[config.mk]
export PLATFORM = sky130hd
export DESIGN_NAME = mem_access_unit
export DESIGN_NICKNAME = d
export VERILOG_FILES = /design/src/rtl/mem_access_unit_pkg.sv /design/src/rtl/mem_access_unit_lsu_wait_timer.sv /design/src/rtl/mem_access_unit.sv
export SDC_FILE = /design/constraint.sdc
export NUM_CORES = 1
export LEC_CHECK = 0
export ABC_AREA = 0
export CORE_MARGIN = 4
export CORE_UTILIZATION = 45
export DETAILED_ROUTE_END_ITERATION = 6
export HOLD_SLACK_MARGIN = 0.1
export PLACE_DENSITY = 0.86
export SLEW_MARGIN = 20
export SYNTH_ARGS = -nofsm -noshare
export SYNTH_HDL_FRONTEND = slang
export SYNTH_HIERARCHICAL = 1
export SYNTH_SLANG_ARGS = --single-unit
[constraint.sdc]
create_clock -name clk -period 9.5 [get_ports clk]
set_clock_uncertainty 0.05 [all_clocks]
set_input_delay 1.425 -clock clk [delete_from_list [all_inputs] [get_ports clk]]
set_output_delay 1.425 -clock clk [all_outputs]
set_load 0.1 [all_outputs]
[src/rtl/mem_access_unit_pkg.sv]
// Shared definitions for the MEM-stage access unit: default widths, FSM states, alignment helper.
package mem_access_unit_pkg;

  localparam int unsigned XLEN_DEF    = 32;
  localparam int unsigned REG_AW_DEF  = 5;
  localparam int unsigned TIMEOUT_DEF = 64;

  typedef enum logic {
    ST_IDLE = 1'b0,
    ST_WAIT = 1'b1
  } state_e;

  function automatic logic word_aligned(input logic [1:0] addr_lsb);
    return (addr_lsb == 2'b00);
  endfunction

endpackage

[src/rtl/mem_access_unit_lsu_wait_timer.sv]
// Saturating WAIT-cycle counter; tc_o is high while the count sits at TIMEOUT-1.
module mem_access_unit_lsu_wait_timer #(
  parameter int unsigned TIMEOUT = 64
) (
  input  logic clk,
  input  logic rst,
  input  logic clr_i,
  input  logic en_i,
  output logic tc_o
);

  localparam int unsigned CNT_W = $clog2(TIMEOUT);
  localparam logic [CNT_W-1:0] LAST = CNT_W'(TIMEOUT - 1);

  logic [CNT_W-1:0] count_q, count_d;
  logic             tc_q, tc_d;

  always_comb begin
    count_d = count_q;
    if (clr_i) begin
      count_d = '0;
    end else if (en_i && (count_q != LAST)) begin
      count_d = count_q + CNT_W'(1);
    end
    tc_d = (count_d == LAST);
  end

  always_ff @(posedge clk or posedge rst) begin
    if (rst) begin
      count_q <= '0;
      tc_q    <= 1'b0;
    end else begin
      count_q <= count_d;
      tc_q    <= tc_d;
    end
  end

  assign tc_o = tc_q;

endmodule

[src/rtl/mem_access_unit.sv]
// MEM stage: runs the data-memory req/ack transaction for loads/stores, stalls upstream
// while waiting, and drives the MEM/WB register. Non-memory ops pass through in one cycle.
module mem_access_unit
  import mem_access_unit_pkg::*;
#(
  parameter int unsigned XLEN    = XLEN_DEF,
  parameter int unsigned REG_AW  = REG_AW_DEF,
  parameter int unsigned TIMEOUT = TIMEOUT_DEF
) (
  input  logic              clk,
  input  logic              rst,
  input  logic              in_valid,
  input  logic              in_reg_write,
  input  logic              in_mem_read,
  input  logic              in_mem_write,
  input  logic [XLEN-1:0]   in_alu_result,
  input  logic [XLEN-1:0]   in_store_data,
  input  logic [REG_AW-1:0] in_rd,
  output logic              stall_o,
  output logic              dmem_req,
  output logic              dmem_we,
  output logic [XLEN-1:0]   dmem_addr,
  output logic [XLEN-1:0]   dmem_wdata,
  input  logic              dmem_ack,
  input  logic [XLEN-1:0]   dmem_rdata,
  output logic              wb_valid,
  output logic              wb_reg_write,
  output logic [REG_AW-1:0] wb_rd,
  output logic [XLEN-1:0]   wb_data,
  output logic              err_o
);

  state_e            state_q, state_d;
  logic              req_q, req_d, we_q, we_d;
  logic [XLEN-1:0]   addr_q, addr_d, wdata_q, wdata_d;
  logic              wb_valid_q, wb_valid_d, wb_reg_write_q, wb_reg_write_d;
  logic [REG_AW-1:0] wb_rd_q, wb_rd_d;
  logic [XLEN-1:0]   wb_data_q, wb_data_d;
  logic              err_q, err_d;
  logic              mem_op, ok, timer_tc;

  assign mem_op = in_valid & (in_mem_read | in_mem_write);
  assign ok     = mem_op & word_aligned(in_alu_result[1:0]) & ~(in_mem_read & in_mem_write);

  mem_access_unit_lsu_wait_timer #(.TIMEOUT(TIMEOUT)) u_timer (
    .clk   (clk),
    .rst   (rst),
    .clr_i (state_q == ST_IDLE),
    .en_i  (state_q == ST_WAIT),
    .tc_o  (timer_tc)
  );

  // Upstream bundle is held by stall_o during WAIT, so in_* still describe the pending op.
  always_comb begin
    state_d        = state_q;
    req_d          = req_q;
    we_d           = we_q;
    addr_d         = addr_q;
    wdata_d        = wdata_q;
    wb_valid_d     = 1'b0;
    wb_reg_write_d = 1'b0;
    wb_rd_d        = wb_rd_q;
    wb_data_d      = wb_data_q;
    err_d          = 1'b0;
    stall_o        = 1'b0;
    case (state_q)
      ST_IDLE: begin
        if (ok) begin
          stall_o = 1'b1;
          req_d   = 1'b1;
          we_d    = in_mem_write;
          addr_d  = in_alu_result;
          wdata_d = in_store_data;
          state_d = ST_WAIT;
        end else if (mem_op) begin
          wb_valid_d = 1'b1;
          wb_rd_d    = in_rd;
          wb_data_d  = '0;
          err_d      = 1'b1;
        end else begin
          wb_valid_d     = in_valid;
          wb_reg_write_d = in_reg_write;
          wb_rd_d        = in_rd;
          wb_data_d      = in_alu_result;
        end
      end
      ST_WAIT: begin
        if (dmem_ack) begin
          req_d          = 1'b0;
          state_d        = ST_IDLE;
          wb_valid_d     = 1'b1;
          wb_reg_write_d = in_reg_write & in_mem_read;
          wb_rd_d        = in_rd;
          wb_data_d      = in_mem_read ? dmem_rdata : '0;
        end else if (timer_tc) begin
          req_d      = 1'b0;
          state_d    = ST_IDLE;
          wb_valid_d = 1'b1;
          wb_rd_d    = in_rd;
          wb_data_d  = '0;
          err_d      = 1'b1;
        end else begin
          stall_o = 1'b1;
        end
      end
      default: state_d = ST_IDLE;
    endcase
  end

  always_ff @(posedge clk or posedge rst) begin
    if (rst) begin
      state_q <= ST_IDLE;
      req_q   <= 1'b0;
      we_q    <= 1'b0;
      addr_q  <= '0;
      wdata_q <= '0;
    end else begin
      state_q <= state_d;
      req_q   <= req_d;
      we_q    <= we_d;
      addr_q  <= addr_d;
      wdata_q <= wdata_d;
    end
  end

  always_ff @(posedge clk or posedge rst) begin
    if (rst) begin
      wb_valid_q     <= 1'b0;
      wb_reg_write_q <= 1'b0;
      wb_rd_q        <= '0;
      wb_data_q      <= '0;
      err_q          <= 1'b0;
    end else begin
      wb_valid_q     <= wb_valid_d;
      wb_reg_write_q <= wb_reg_write_d;
      wb_rd_q        <= wb_rd_d;
      wb_data_q      <= wb_data_d;
      err_q          <= err_d;
    end
  end

  assign dmem_req     = req_q;
  assign dmem_we      = we_q;
  assign dmem_addr    = addr_q;
  assign dmem_wdata   = wdata_q;
  assign wb_valid     = wb_valid_q;
  assign wb_reg_write = wb_reg_write_q;
  assign wb_rd        = wb_rd_q;
  assign wb_data      = wb_data_q;
  assign err_o        = err_q;

endmodule
### After elaboration in Yosys (flattened, before gate mapping)

Index checks and enable logic that the tools add are counted.

| cells by class | value |
|---|---|
| reduce and logical (&&, ||, !) cells | 5 |
| eq/ne operators | 5 |
| bitwise operators | 8 |
| order comparisons | 0 |
| multiplexer cells | 33 |
| div/mod/pow operators | 0 |
| add/sub/neg operators | 1 |
| shift-type cells | 0 |
| multiply operators | 0 |

Operators by type and width:

| kind | number |
|---|---|
| 32-bit two-way mux | 5 |
| 32-bit case mux with 2 select lines | 1 |
| 1-bit two-way mux | 16 |
| 5-bit two-way mux | 3 |
| 6-bit two-way mux | 2 |
| 1-bit case mux with 2 select lines | 5 |
| 5-bit case mux with 2 select lines | 1 |
| 6-bit by 1-bit adder with 6-bit output (second input constant) | 1 |
| 6-bit equality test (second input constant) | 1 |
| 6-bit != test (second input constant) | 1 |
| 2-bit AND reduction | 3 |
| 1-bit bitwise AND | 5 |
| 2-bit != test (second input constant) | 2 |
| 3-bit by 2-bit != test with 1-bit output (second input constant) | 1 |
| 2-bit zero test | 1 |
| 1-bit inverter | 2 |
| 1-bit logical AND | 1 |
| 1-bit bitwise OR | 1 |

| word-level totals | value |
|---|---|
| memory bits (read-only) | 0 |
| logic and storage cells | 64 |
| memories kept | 0 |
| input port bits | 108 |
| register bits | 114 |
| bits in writable memories | 0 |
| latch bits | 0 |
| output and inout bits | 107 |

### Depth between registers and ports, before layout

| depth | value |
|---|---|
| depth after elaboration | 6 |
| mapped depth | 7 |
| mapped depth without buffers | 5 |

### By module

The synthesis kept the hierarchy.

By module, submodules not included:

| module | area an instance (sq um) | cells an instance | sequential area each (sq um) | times used |
|---|---|---|---|---|
| mem_access_unit | 4306.6 | 318 | 2677.6 | 1 |
| mem_access_unit_lsu_wait_timer | 411.6 | 40 | 175.2 | 1 |

### Worst setup path after synthesis

Ideal clock, no wire load.

| timing | value |
|---|---|
| path kind | input to output |
| from | in in_valid |
| to | out stall_o |
| slack | 5673 ps |
| required time | 8025 ps |
| stages | 3 |
| path buffers | 1 |
| arrival | 2352 ps |
| cells stage by stage | nor2b_1 -> a32o_1 -> buf_2 |

| on the way | value |
|---|---|
| word-level cells in the longest chain between the ends | 5 |

Ends and longest elaborated chain:

| what | RTL line | source |
|---|---|---|
| from (decl) | mem_access_unit.sv:12 | `input logic in_valid,` |
| 1-bit bitwise AND | mem_access_unit.sv:42 | `assign mem_op = in_valid & (in_mem_read \| in_mem_write);` |
| 1-bit bitwise AND (2 in a row) | mem_access_unit.sv:43 | `assign ok = mem_op & word_aligned(in_alu_result[1:0]) & ~(in_mem_read & in_mem_write);` |
| 1-bit two-way mux | mem_access_unit.sv:68 | `if (ok) begin` |
| 1-bit case mux with 2 select lines | mem_access_unit.sv:66 | `case (state_q)` |
| to (decl) | mem_access_unit.sv:19 | `output logic stall_o,` |

No other way between the ends.

### Final worst setup path

| timing | value |
|---|---|
| from | in in_mem_read |
| to | out stall_o |

| on the way | value |
|---|---|
| word-level cells in the longest chain between the ends | 6 |
| elaborated cells on any way between the ends | 8 |

Ends and longest elaborated chain:

| what | RTL line | source |
|---|---|---|
| from (decl) | mem_access_unit.sv:14 | `input logic in_mem_read,` |
| 1-bit bitwise OR | mem_access_unit.sv:42 |  |
| 1-bit bitwise AND | mem_access_unit.sv:42 |  |
| 1-bit bitwise AND | mem_access_unit.sv:43 |  |
| 1-bit bitwise AND (*) | mem_access_unit.sv:43 |  |
| 1-bit two-way mux (*) | mem_access_unit.sv:68 |  |
| 1-bit case mux with 2 select lines (*) | mem_access_unit.sv:66 |  |

Every way passes the cells marked *; elsewhere a longest branch is shown, timed or not.

==> metrics <==
outcome finished clean; met1 routing resource usage after global routing 26.32%; worst relative slew slack between 30% and 40%; maximum ir drop on the vdd rail 0.0001941 V; power per cell area just over 300 nW/um^2; source-to-sink clock delay at the later pin of the worst-skew pair around 500 ps; met3 track demand over resource in global routing under 10%; top library cells by usage in the layout, fill and taps aside sky130_fd_sc_hd__clkdlybuf4s50_1 (214), sky130_fd_sc_hd__dfrtp_1 (114), sky130_fd_sc_hd__nor2_1 (39), sky130_fd_sc_hd__mux2_2 (34), sky130_fd_sc_hd__a221o_1 (32); area overhead of the layout relative to synthesis 59.82%; post-route fraction of the period consumed by the critical path around 64%; busiest layer in global routing met2; largest fanout of any net on the critical path 39; buffers from clock root to sink, at most 2; area after detailed placement 6918 um^2; gate count of the mapped netlist 358; Area contributors post-synth sky130_fd_sc_hd__dfrtp_1 (60%), sky130_fd_sc_hd__mux2_2 (8.1%), sky130_fd_sc_hd__a221o_1 (6.8%), sky130_fd_sc_hd__o2bb2ai_1 (5.8%), sky130_fd_sc_hd__nand2b_1 (4.0%); Finished Cell Area 7541 um^2; most common library cell in the layout ignoring fill and taps sky130_fd_sc_hd__clkdlybuf4s50_1; Clock Root Buffer sky130_fd_sc_hd__clkbuf_8; category of the critical setup timing path in2out; synthesized cell area 4718 um^2; Total Routed Length around 14 mm; worst setup slack for register-to-register paths approximately 7000 ps; fraction of post-synthesis cell area in the top cell type by area 60.46%; final number of max-transition violations 0; WP data required 8030 ps; Warnings, synthesis 6; input/output buffers approximately 210; kind of path behind the tightest hold check reg2reg; syn_area_per_cell approximately 13 um^2; Setup Viol. Count Final 0; Die Footprint 12190 um^2; achievable clock frequency roughly 170 MHz; Worst-path clk slew about 50 ps; number of distinct library cell variants in the gate-level netlist after synthesis 35; DRC violation count after routing 0; Startpoint Class input pin; maximum capacitance violations 0; final hold slack 424.7 ps; startpoint of the most critical register-to-register path state_q; number of synthesized register bits approximately 110; clock tree from TritonCTS built; clock buffers created by TritonCTS 17; die boundary width between 100 and 150 um; floorplan die height roughly 110 um; transition at the pin with the smallest max-transition slack between 1000 and 1500 ps; antenna violations before repair 0; wire length of the first global-routing pass between 20 and 25 mm; starting density of the core a little under half; P_leak about 3.2 nW; cell taking the most area after synthesis sky130_fd_sc_hd__dfrtp_1; largest net degree at the start of global routing 67; post-cts repair resize count 0; global-route met2 utilization around two fifths; Vias per Instance roughly 5.4; Worst Setup End Kind primary output; drt first-iter violations approximately 220; antenna violation net count after detailed routing 0; global placement routability congestion 0.8207; clock period minus worst slack ~6000 ps; Sum Neg Setup Slack 0 ps; IO Count about 220; # Post-CTS Setup Buffers 0; final net count between 600 and 700; number of iterations in the first detailed-routing pass 4; wire length per cell roughly 20 um; sequential fraction of the synthesis area about three fifths; capture point of the worst reg-to-reg path dmem_wdata[28]; number of global-route vias before repair approximately 4200; critical path arrival about 4600 ps; overall power about 0.0023 W; Inserted Diodes 0; Worst R2R Path Depth 4; Tot GR Track Use between 20% and 30%; unrepaired setup endpoints after global routing false; half-perimeter wire length of the detailed placement result approximately 9.6 mm; Congestion Overflow GR 0; Placement Rows 37; synthesized netlist net count 467; vias post-DR 3862; core region area ~10000 um^2; worst hold path endpoint dmem_req; Sink Count roughly 110; hold path depth 2; deepest level of the CTS H-tree 4; Worst Hold Launch dmem_req; count of final hold-check violations 0; proportion of layout cells with a drive suffix above 1 roughly 14%; Post-CTS Hold Buffers 0
==> cells in the mapped netlist <==
master and number:
sky130_fd_sc_hd__nand2b_1 30, sky130_fd_sc_hd__a41oi_1 2, sky130_fd_sc_hd__nand2_2 1, sky130_fd_sc_hd__buf_2 4
sky130_fd_sc_hd__and2_1 5, sky130_fd_sc_hd__ha_1 1, sky130_fd_sc_hd__mux2i_1 1, sky130_fd_sc_hd__a21o_1 1
sky130_fd_sc_hd__o2bb2ai_1 31, sky130_fd_sc_hd__o21ai_0 2, sky130_fd_sc_hd__nor2_1 39, sky130_fd_sc_hd__nor3_1 2
sky130_fd_sc_hd__and3_1 3, sky130_fd_sc_hd__o21a_1 2, sky130_fd_sc_hd__o211ai_1 1, sky130_fd_sc_hd__dfrtp_1 114
sky130_fd_sc_hd__a32o_1 2, sky130_fd_sc_hd__nand3_1 5, sky130_fd_sc_hd__a211oi_1 1, sky130_fd_sc_hd__o21ai_2 1
sky130_fd_sc_hd__nor2b_1 1, sky130_fd_sc_hd__xor2_1 2, sky130_fd_sc_hd__nor3b_1 1, sky130_fd_sc_hd__a21oi_1 2
sky130_fd_sc_hd__a211oi_2 2, sky130_fd_sc_hd__or3b_1 1, sky130_fd_sc_hd__clkbuf_1 13, sky130_fd_sc_hd__nand2_1 4
sky130_fd_sc_hd__a221o_1 32, sky130_fd_sc_hd__mux2_2 34, sky130_fd_sc_hd__buf_4 1, sky130_fd_sc_hd__nand3_4 1
sky130_fd_sc_hd__buf_6 8, sky130_fd_sc_hd__inv_1 4, sky130_fd_sc_hd__mux2_4 4
==> cell type report <==
cell class	count	area, um^2
repair buffers	219	2180
clock buffers	21	439.2
clock inverters	11	183.9
inverters	4	17.52
well taps	136	170.2
multi-input cells	214	1698
flip-flops and latches	114	2853
fillers	702	2736
==> state kept, by name, indices dropped and copies added (netlist names) <==
| register | flops |
|---|---|
| dmem_addr | 32 |
| dmem_req | 1 |
| dmem_wdata | 32 |
| dmem_we | 1 |
| err_o | 1 |
| state_q | 1 |
| u_timer/count_q | 6 |
| u_timer/tc_o | 1 |
| wb_data | 32 |
| wb_rd | 5 |
| wb_reg_write | 1 |
| wb_valid | 1 |
==> where the power goes <==
part / switching (W) / internal (W)
clock: 0.000216 / 0.000457
combinational: 0.000761 / 0.000251
sequential: 0.0000468 / 0.000572
==> per-layer routing <==
layer	vias to the layer above	wire, um
met5	-	0
met4	0	405
met3	29	1246
met2	174	7151
met1	1916	5297
li1	1743	-
==> kinds of logic (layout without fill, tap and decap cells) <==
group / Yosys count / count (layout) / share of synthesized area (%)
AO/OA/AOI/OAI: 79 / 79 / 15.27
multiplexers: 39 / 39 / 9.600
flip-flops: 114 / 114 / 60.46
XOR/XNOR: 2 / 2 / 0.3713
buffers and inverters: 30 / 255 / 3.845
adder cells (fa/ha/maj): 1 / 1 / 0.2651
AND/OR/NAND/NOR: 93 / 93 / 10.18
==> worst max-delay path by stage <==
stage,from,endpoint,slack (ps),cells past startpoint
5_1_grt,in_mem_read,stall_o,3330,4
3_5_place_dp,in_mem_read,stall_o,3490,4
6_report,in_mem_read,stall_o,3450,4
3_3_place_gp,in_mem_write,stall_o,3540,4
2_1_floorplan,rst,dmem_addr[0],5210,1
4_1_cts,in_mem_read,stall_o,3470,4
==> through the flow <==
stage,worst slack [ps],utilization (%),instances
3_3_place_gp,3542,67.31,687
6_report,3451,73.37,719
3_5_place_dp,3491,67.31,687
4_1_cts,3468,73.37,719
2_1_floorplan,5208,-,358
5_1_grt,3328,73.37,719
==> critical path: stages <==
cell and delay [ps]:
sky130_fd_sc_hd__clkdlybuf4s50_1 560, sky130_fd_sc_hd__xor2_1 370, sky130_fd_sc_hd__a32o_2 920, sky130_fd_sc_hd__clkdlybuf4s50_1 1290
(Power assumes the default switching activity.)
